<file path="src/rtl/rgb_pwm_blink.sv">
// Multi-channel LED PWM driver with off/on/blink/breathe modes and a single-slot config shadow.
// Breathe support is compiled in only when RGB_BREATHE_EN is defined; otherwise mode 11 reads as off.
module rgb_pwm_blink #(
  parameter int unsigned NUM_CH   = 3,
  parameter int unsigned PWM_BITS = 8,
  parameter int unsigned DIV_BITS = 25,
  localparam int unsigned CW      = (NUM_CH > 1) ? $clog2(NUM_CH) : 1
) (
  input  logic                int_osc,
  input  logic                rstn,
  input  logic                cfg_valid,
  output logic                cfg_ready,
  input  logic [CW-1:0]       cfg_ch,
  input  logic [1:0]          cfg_mode,
  input  logic [PWM_BITS-1:0] cfg_duty,
  output logic [NUM_CH-1:0]   pwm_out,
  output logic                blink_phase
);

  typedef enum logic [1:0] {ModeOff, ModeOn, ModeBlink, ModeBreathe} mode_e;

  logic [PWM_BITS-1:0] pwm_cnt_q, pwm_cnt_d;
  logic [DIV_BITS-1:0] div_cnt_q, div_cnt_d;
  logic                blink_q, blink_d;
  logic                pend_q, pend_d;
  logic [CW-1:0]       pend_ch_q, pend_ch_d;
  mode_e               pend_mode_q, pend_mode_d;
  logic [PWM_BITS-1:0] pend_duty_q, pend_duty_d;
  mode_e               mode_q [NUM_CH];
  mode_e               mode_d [NUM_CH];
  logic [PWM_BITS-1:0] duty_q [NUM_CH];
  logic [PWM_BITS-1:0] duty_d [NUM_CH];
  logic [PWM_BITS-1:0] eff_duty [NUM_CH];
  logic [NUM_CH-1:0]   pwm_out_q, pwm_out_d;
  logic                pwm_wrap, accept, transfer;

`ifdef RGB_BREATHE_EN
  logic [PWM_BITS-1:0] breath_lvl_q, breath_lvl_d;
  logic                breath_up_q, breath_up_d;

  // Triangle ramp: reverse on the step that reaches an end, so neither end is held.
  always_comb begin
    breath_lvl_d = breath_lvl_q;
    breath_up_d  = breath_up_q;
    if (div_cnt_q[DIV_BITS-PWM_BITS-1:0] == '1) begin
      if (breath_up_q) begin
        if (breath_lvl_q == '1) begin
          breath_lvl_d = breath_lvl_q - PWM_BITS'(1);
          breath_up_d  = 1'b0;
        end else begin
          breath_lvl_d = breath_lvl_q + PWM_BITS'(1);
        end
      end else begin
        if (breath_lvl_q == '0) begin
          breath_lvl_d = breath_lvl_q + PWM_BITS'(1);
          breath_up_d  = 1'b1;
        end else begin
          breath_lvl_d = breath_lvl_q - PWM_BITS'(1);
        end
      end
    end
  end

  always_ff @(posedge int_osc or negedge rstn) begin
    if (!rstn) begin
      breath_lvl_q <= '0;
      breath_up_q  <= 1'b1;
    end else begin
      breath_lvl_q <= breath_lvl_d;
      breath_up_q  <= breath_up_d;
    end
  end
`endif

  always_comb begin
    pwm_wrap  = (pwm_cnt_q == '1);
    pwm_cnt_d = pwm_cnt_q + PWM_BITS'(1);
    div_cnt_d = div_cnt_q + DIV_BITS'(1);
    blink_d   = blink_q ^ (div_cnt_q == '1);
    accept    = cfg_valid & ~pend_q;
    // An accept can only set pend_q at the edge, so a wrap in the accept cycle is never used.
    transfer  = pend_q & pwm_wrap;

    pend_d      = pend_q;
    pend_ch_d   = pend_ch_q;
    pend_mode_d = pend_mode_q;
    pend_duty_d = pend_duty_q;
    if (accept) begin
      pend_d      = 1'b1;
      pend_ch_d   = cfg_ch;
      pend_mode_d = mode_e'(cfg_mode);
      pend_duty_d = cfg_duty;
    end else if (transfer) begin
      pend_d = 1'b0;
    end

    mode_d = mode_q;
    duty_d = duty_q;
    for (int unsigned i = 0; i < NUM_CH; i++) begin
      if (transfer && (pend_ch_q == CW'(i))) begin
        mode_d[i] = pend_mode_q;
        duty_d[i] = pend_duty_q;
      end
    end
  end

  always_comb begin
    pwm_out_d = '0;
    for (int unsigned i = 0; i < NUM_CH; i++) begin
      eff_duty[i] = '0;
      case (mode_q[i])
        ModeOn:    eff_duty[i] = duty_q[i];
        ModeBlink: eff_duty[i] = blink_q ? duty_q[i] : '0;
`ifdef RGB_BREATHE_EN
        ModeBreathe: eff_duty[i] = PWM_BITS'(((2*PWM_BITS)'(duty_q[i]) *
                                              (2*PWM_BITS)'(breath_lvl_q)) >> PWM_BITS);
`endif
        default:   eff_duty[i] = '0;
      endcase
      pwm_out_d[i] = (pwm_cnt_q < eff_duty[i]);
    end
  end

  always_ff @(posedge int_osc or negedge rstn) begin
    if (!rstn) begin
      pwm_cnt_q   <= '0;
      div_cnt_q   <= '0;
      blink_q     <= 1'b0;
      pend_q      <= 1'b0;
      pend_ch_q   <= '0;
      pend_mode_q <= ModeOff;
      pend_duty_q <= '0;
      pwm_out_q   <= '0;
      for (int unsigned i = 0; i < NUM_CH; i++) begin
        mode_q[i] <= ModeOff;
        duty_q[i] <= '0;
      end
    end else begin
      pwm_cnt_q   <= pwm_cnt_d;
      div_cnt_q   <= div_cnt_d;
      blink_q     <= blink_d;
      pend_q      <= pend_d;
      pend_ch_q   <= pend_ch_d;
      pend_mode_q <= pend_mode_d;
      pend_duty_q <= pend_duty_d;
      pwm_out_q   <= pwm_out_d;
      for (int unsigned i = 0; i < NUM_CH; i++) begin
        mode_q[i] <= mode_d[i];
        duty_q[i] <= duty_d[i];
      end
    end
  end

  assign cfg_ready   = ~pend_q;
  assign pwm_out     = pwm_out_q;
  assign blink_phase = blink_q;

endmodule

</file>
<file path="config.mk">
export PLATFORM = sky130hd
export DESIGN_NAME = rgb_pwm_blink
export DESIGN_NICKNAME = d
export VERILOG_FILES = /design/src/rtl/rgb_pwm_blink.sv
export SDC_FILE = /design/constraint.sdc
export NUM_CORES = 1
export LEC_CHECK = 0
export CAP_MARGIN = 0
export CELL_PAD_IN_SITES_DETAIL_PLACEMENT = 2
export CELL_PAD_IN_SITES_GLOBAL_PLACEMENT = 2
export CORE_UTILIZATION = 37
export CTS_CLUSTER_SIZE = 28
export DETAILED_ROUTE_END_ITERATION = 10
export MAX_ROUTING_LAYER = met4
export PLACE_DENSITY = 0.72
export SETUP_SLACK_MARGIN = 0.5
export SYNTH_ARGS = -nofsm -noshare
export SYNTH_HDL_FRONTEND = slang
export SYNTH_SLANG_ARGS = --single-unit
export TNS_END_PERCENT = 100
</file>
<file path="constraint.sdc">
create_clock -name int_osc -period 2.1 [get_ports int_osc]
set_input_delay 0.42 -clock int_osc [delete_from_list [all_inputs] [get_ports int_osc]]
set_output_delay 0.42 -clock int_osc [all_outputs]
set_load 0.01 [all_outputs]
</file>
# After elaboration in Yosys (flattened, before gate mapping)

Index checks and enable logic that the tools add are counted.

Register bits after elaboration: 80
Output and inout port bits: 5

Equality and inequality tests: 10
Add/sub/neg operators: 2
$lt $le $gt $ge: 3
Reductions and logical operators: 5
Muxes and demuxes: 8
Bitwise operators: 4

Operators by type and width:

| cell                  | number |
|---|---|
| $pmux 8 s2            | 3 |
| $add 25x1->25 const B | 1 |
| $eq 25x25->1 const B  | 1 |
| $lt 8x8->1            | 3 |
| $mux 8                | 3 |
| $add 8x1->8 const B   | 1 |
| $eq 2x1->1 const B    | 4 |
| $eq 2x2->1 const B    | 4 |
| $eq 8x8->1 const B    | 1 |
| $logic_and 1x1->1     | 3 |
| $and 1x1->1           | 2 |
| $logic_not 2->1       | 1 |
| $mux 1                | 2 |
| $reduce_bool 2->1     | 1 |
| $not 1->1             | 1 |
| $xor 1x1->1           | 1 |

# Longest topological paths before layout

Gate-level depths: netlist of the first run.

Depth after elaboration: 4
Depth in mapped cells: 10

# Least setup slack after synthesis of the first run

OpenSTA, ideal clock, no wires.

Kind: reg-to-reg
Start point: register mode_q[4] in the netlist's numbering
End point: register pwm_out_q[0], in the netlist pwm_out[0]
Cell stages (with the launch flop): 10
Setup time: 104 ps
Arrival: 1908 ps
Buffers on the path: 0
Data required time: 1996 ps
Slack: 88 ps
Cells stage by stage: dfrtp_1 inv_1 ha_1 nor2_1 nand2_1 ha_1 a21o_1 a21oi_1 o21ai_0 a221oi_1

Cells in the longest elaborated chain, start to end: 3

RTL lines:

| item                                     | RTL line | text |
|---|---|---|
| from (decl)                              | 29       | `mode_e mode_q [NUM_CH];` |
| from (signal, indexed assignment)        | 135      | `mode_q[i] <= ModeOff;` |
| from (signal, indexed assignment)        | 148      | `mode_q[i] <= mode_d[i];` |
| $eq 2x2->1 or $eq 2x1->1 (tied branches) | 111      | `case (mode_q[i])` |
| $pmux 8 s2 (*)                           | 111      |  |
| $lt 8x8->1 (*)                           | 120      | `pwm_out_d[i] = (pwm_cnt_q < eff_duty[i]);` |
| named net pwm_out_d[0]                   | 34       | `logic [NUM_CH-1:0] pwm_out_q, pwm_out_d;` |
| to (signal assigned)                     | 146      | `pwm_out_q <= pwm_out_d;` |
| to (decl)                                | 34       |  |

The timed path passes the listed nets; every way through them passes the cells marked *.
A chain may end at the register's enable or synchronous reset.

# Final worst setup path of the first run

Start point: register mode_q[1] in the netlist's numbering
End point: register pwm_out_q[2], in the netlist pwm_out[2]

The elaborated chain is that of the path after synthesis.

==> metrics.txt, run 1 <==
H-tree depth=3; placed cells=476; synthesized instance count=307; crit-path cells=inv_1 > ha_2 > a21oi_4 > nor2_4 > buf_12 > nand2_4 > ha_4 > a21o_1 > a21o_1 > a221oi_2; port bufs=19; DR pass1 iterations=4; wirelength, routed=11700 µm; Seq/Total Area, Yosys=52.7%; placeable core area=9860 µm²; Final Hold Fails=0; CTS tree=built; setup TNS=0 ps; Synth Area per Inst=12.4 µm²; Crit path top cell by count=a21o_1; Hold-fix buffers, CTS=0; clock slew at reported path FFs=80 ps; Worst-Skew Late Latency=360 ps; FF+latch count, synth=80; pre-CTS setup slack=-15.9 ps; number of distinct library cells after synthesis=32; final RePlAce weighted congestion=0.830; Worst setup SP type=register; PnR Total Power=3.08 mW; clock buffer count from CTS=9; max cap viols=0; peak supply drop=0.558 mV; Area Overhead vs Synth=41.8%; commonest non-fill, non-tap cell in the layout=dfrtp_1; largest net degree at the start of global routing=37; Initial DRC Count=99; commonest non-fill, non-tap cells in the layout=74 x dfrtp_1, 42 x buf_4, 29 x mux2_4, 24 x nand2_1, 20 x xnor2_1; synth warn=0; fraction of registers with async set/reset=100%; critical path class=register to register; clock sink count=80; DRC=0; Top Ports=20; PnR worst setup slack=56.2 ps; die width=103 µm; antenna violations before repair=0; RSZ-0062 raised after global routing=true; CTS root buffer=clkbuf_8; final worst clock skew=14.7 ps; number of synthesized flops with an enable pin=0; clock tree buffer depth=2; Rows=36; vias in the first global route=3023; slowest stage delay, CP=440 ps; pwr/cell area=573 nW/µm²; worst min-delay path class=input port to asynchronous set/reset pin; Crit. End Element=register; final std cells w/o fill=524; Worst EP required=2350 ps; Slew Viols, Final=0; Crit path max-delay family=compound AO/OA/AOI/OAI gates; HPWL Detailed=7090 µm; All-Layer GR Usage=22.9%; CP Buf/Inv Count=2; Worst slew margin=67.7%; number of setup violations in the final report=0; gr ovfl total=0; Synth Cell Area=3800 µm²; crit path max-delay cell type=dfrtp_1; initial core utilization=38.5%; antenna-violating nets left=0; total vias in the final route=2703; Vias per Instance=5.16; # nets final=431; diode count=0; wire per inst=22.3 µm; share of cells above drive strength 1=46.8%; die area=10700 µm²; Final period util=97.3%; Worst Path Max Fanout=6; crit path DAT=2290 ps; net count after synthesis=351; leak pwr=2.40 nW; die height=103 µm; worst-margin pin slew=485 ps; outcome=finished, final reports clean; global-route wire length before repair=17100 µm; Fmax=0.489 GHz; minimum clock period=2040 ps; Post-synth top flop=dfrtp_1
Yosys cell counts, types with 2 or more instances:
cell,n,area [µm²]
nor3b_1,2,15.0
a221oi_1,3,26.3
xnor2_1,22,193
inv_1,12,45.0
mux2_2,42,473
xor2_1,8,70.1
o2111ai_1,2,17.5
dfrtp_1,80,2000
and4_1,3,26.3
and3_1,4,25.0
a21o_1,6,45.0
nor2_1,10,37.5
nand2_1,32,120
nor3_1,2,10.0
nand3_1,14,70.1
nand2b_1,3,18.8
clkbuf_1,2,7.51
a21oi_1,6,30.0
nor4_1,4,25.0
buf_4,2,15.0
nor4_2,2,25.0
nand4_1,6,37.5
o21ai_0,3,15.0
ha_1,29,363
sequential cells by signal, summed over array words and instances, names as in the netlist:
signal / cells
div_cnt_q: 25
duty_q: 24
pend_duty_q: 8
pwm_cnt_q: 8
mode_q: 6
pwm_out: 3
pend_ch_q: 2
pend_mode_q: 2
blink_phase: 1
pend_q: 1
kinds of logic after synthesis:
family | share of synthesized area (%)
AO/OA/AOI/OAI | 3.92
XOR/XNOR | 6.91
adder cells (fa/ha/maj) | 9.55
buffers and inverters | 1.78
flip-flops | 52.7
multiplexers | 12.4
AND/OR/NAND/NOR | 12.7
path summary, 6_finish.rpt:
path	startpoint	slack (ps)	to	cells past startpoint
max in group asynchronous	rstn	1510	mode_q[2]	2
worst min-delay path	rstn	20	pwm_cnt_q[3]	1
min in group int_osc	div_cnt_q[21]	480	div_cnt_q[21]	1
worst max register to register	mode_q[1]	60	pwm_out[2]	10
worst min register to register	div_cnt_q[21]	480	div_cnt_q[21]	1
worst max-delay path	mode_q[1]	60	pwm_out[2]	10
power by group:
part | leakage [nW] | switching [mW] | internal (mW) | total, mW
clock | 0.119 | 0.588 | 0.782 | 1.37
sequential | 1.05 | 0.0468 | 1.57 | 1.62
combinational | 1.23 | 0.0441 | 0.0554 | 0.0995
per-layer routing:
metal | GRT usage [%] | wire, µm | up-vias
met1 | 29.7 | 5410 | 1420
met3 | 3.29 | 223 | 16
li1 | - | - | 1241
met4 | 8.78 | 156 | 0
met5 | - | 0 | -
met2 | 36.2 | 5900 | 26
what timing repair did:
action / in CTS / in global routing
pin swaps: 30 / 19
setup endpoints to repair: 45 / 47
cloned: 1 / 0
buffers inserted: 16 / 16
gates resized for setup: 69 / 35
final cells by class:
type | instances | area, µm²
well taps | 133 | 166
clock inverters | 6 | 109
clock buffers | 9 | 124
repair buffers | 73 | 649
fillers | 897 | 4480
multi-input cells | 211 | 2280
inverters | 12 | 45.0
flip-flops and latches | 80 | 2010
per-stage QoR:
step | hold WS, ps | util (%) | cell area [µm²]
finish | 19.3 | 54.6 | 5390
global route | 33.0 | 54.6 | 5390
CTS | 22.8 | 51.2 | 5050
detailed placement | 412 | 44.8 | 4420
global placement | 403 | 44.8 | 4420
floorplan | 124 | - | 3930
worst reg2reg max path, cell delays in order, from the launching register on:
cell and delay (ps):
dfrtp_1 440, inv_1 90, ha_2 190, a21oi_4 50, nor2_4 150, buf_12 140, nand2_4 50, ha_4 220
a21o_1 170, a21o_1 180, a221oi_2 270
Note: power is estimated with default switching activity, not from simulation.
==> run 2, diff against run 1 <==
--- a/config.mk
+++ b/config.mk
@@ -5,15 +5,15 @@
 export SDC_FILE = /design/constraint.sdc
 export NUM_CORES = 1
 export LEC_CHECK = 0
-export CAP_MARGIN = 0
 export CELL_PAD_IN_SITES_DETAIL_PLACEMENT = 2
 export CELL_PAD_IN_SITES_GLOBAL_PLACEMENT = 2
 export CORE_UTILIZATION = 37
 export CTS_CLUSTER_SIZE = 28
 export DETAILED_ROUTE_END_ITERATION = 10
 export MAX_ROUTING_LAYER = met4
-export PLACE_DENSITY = 0.72
+export PLACE_DENSITY = 0.84
 export SETUP_SLACK_MARGIN = 0.5
+export SLEW_MARGIN = 25
 export SYNTH_ARGS = -nofsm -noshare
 export SYNTH_HDL_FRONTEND = slang
 export SYNTH_SLANG_ARGS = --single-unit
==> metrics.txt, run 2 (same netlist as run 1, synthesis figures left out) <==
wire per inst=31.1 µm (+40%); minimum clock period=2280 ps (+236 ps); Worst EP required=2380 ps (+30 ps); final worst clock skew=17.1 ps (+2.38 ps); final std cells w/o fill=519 (-0.95%); Crit path top cell by count=ha_4; port bufs=19 (unchanged); FF/Latch Area=2010 µm² (about the same); Worst-Skew Late Latency=390 ps (+30 ps); crit path max-delay cell type=dfrtp_2; critical path class=register to register; die height=103 µm (unchanged); die width=103 µm (unchanged); Largest register FFs=25 (unchanged); failing checks=setup timing; outcome=finished, violations left; final RePlAce weighted congestion=0.726 (-12%); crit path DAT=2560 ps (+270 ps); HPWL Detailed=7630 µm (+7.6%); commonest non-fill, non-tap cell in the layout=dfrtp_1; initial core utilization=38.5% (unchanged); Worst setup SP type=register; # fillers=873 (-2.7%); CTS tree=built; Slew Viols, Final=0 (unchanged); r2r endpoint=pwm_out[2]; Vias per Instance=5.74 (+11%); RSZ-0062 raised after global routing=true; worst-margin pin slew=518 ps (+32.8 ps); H-tree depth=3 (unchanged); gr ovfl total=0 (unchanged); max cap viols=0 (unchanged); antenna violations before repair=1 (+1); Core Util, Final=55.8% (+1.2 points); vias in the first global route=3246 (+7.4%); pre-CTS setup slack=-145 ps (-129 ps); peak supply drop=0.543 mV (-2.7%); Final Instance Area=5500 µm² (+2.1%); r2r startpoint=mode_q[1]; Final Hold Fails=0 (unchanged); Area Overhead vs Synth=44.7%; CTS root buffer=clkbuf_8; Final period util=109% (+11 points); DRC=0 (unchanged); Worst Path Max Fanout=6 (unchanged); # nets final=424 (-1.6%); leak pwr=2.40 nW (-0.19%); clock sink count=80 (unchanged); CP startpoint=mode_q[1]; pwr/cell area=540 nW/µm² (-5.7%); crit-path cells=inv_2 > ha_4 > a21oi_4 > nor2_4 > nand2_2 > ha_4 > o211ai_1 > o21ai_1 > a221oi_2; wirelength, routed=16200 µm (+38%); placed cells=474 (-0.42%); worst min-delay path class=input port to asynchronous set/reset pin; placeable core area=9860 µm² (unchanged); global-route wire length before repair=20500 µm (+20%); largest register by flop count=div_cnt_q; clock buffer count from CTS=9 (unchanged); Crit. End Element=register; Top Ports=20 (unchanged); PnR worst setup slack=-179 ps (-236 ps); Worst Reg-to-Reg Cells=9 (-1); clock slew at reported path FFs=100 ps (+20 ps); slowest stage delay, CP=480 ps (+40 ps); Rows=36 (unchanged); Fmax=0.439 GHz (-10%); Hold-fix buffers, CTS=0 (unchanged); die area=10700 µm² (unchanged); biggest regs=div_cnt_q x25, duty_q x24; Worst slew margin=65.5% (-2.2 points); antenna-violating nets left=0 (unchanged); total vias in the final route=2980 (+10%); DR pass1 iterations=4 (unchanged); clock tree buffer depth=2 (unchanged); PnR Total Power=2.97 mW (-3.7%); Multi-input gate area=2430 µm² (+6.2%); setup TNS=-648 ps (-648 ps); largest net degree at the start of global routing=37 (unchanged); number of setup violations in the final report=12 (+12); reg2reg setup slack=-180 ps (-240 ps); Fin Hold WS=3.76 ps (-15.5 ps); commonest non-fill, non-tap cells in the layout=73 x dfrtp_1, 31 x buf_4, 28 x mux2_4, 22 x nand2_1, 22 x ha_4; Initial DRC Count=111 (+12%); share of cells above drive strength 1=49.1% (+2.3 points); placed cell area=4430 µm² (+0.23%); All-Layer GR Usage=28.5% (+5.7 points)
[run 2: metal layers]
metal  vias up  part of all wire (%)  global-route usage [%]
met4         0                   4.5                    14.5
met1      1594                    40                    32.6
met2        99                    51                    47.0
met5         -                     0                       -
li1       1232                     -                       -
met3        55                   4.2                    6.52
[run 2: worst max-delay path, delay by kind of cell, from the launching register on]
family | cells | cell delay, ps
compound gates | 4 | 860
simple gates | 2 | 330
flops | 1 | 480
fa+ha+maj | 2 | 390
buf+inv | 1 | 110
[run 2: timing repair]
action | 4_1_cts | 5_1_grt
setup buffers | 17 | 9
resized for setup | 54 | 70
pin swaps | 17 | 33
gates cloned | 2 | 0
setup endpoints to repair | 51 | 48
[run 2: final cells by class]
type | count | area share, %
multi-input combinational | 211 | 44.1
clock inverter | 5 | 1.05
sequential | 80 | 36.6
clock buffer | 11 | 2.39
inverter | 12 | 0.819
timing repair buffer | 66 | 12.0
antenna | 1 | 0.0455
tap | 133 | 3.03
[run 2: power breakdown]
group          total [mW]  internal, mW  switching (mW)  leakage, nW
Combinational       0.105        0.0557          0.0490         1.26
Clock                1.23         0.550           0.685       0.0856
Sequential           1.63          1.57          0.0633         1.05
[run 2: worst max-delay path by stage]
| stage | cells past startpoint | slack [ps] | end |
|---|---|---|---|
| after floorplan | 5 | 220 | duty_q[16] |
| after global placement | 9 | 100 | pwm_out[0] |
| after detailed placement | 10 | -150 | pwm_out[0] |
| after CTS | 10 | 50 | pwm_out[0] |
| after global routing | 9 | -190 | pwm_out[2] |
| final | 9 | -180 | pwm_out[2] |
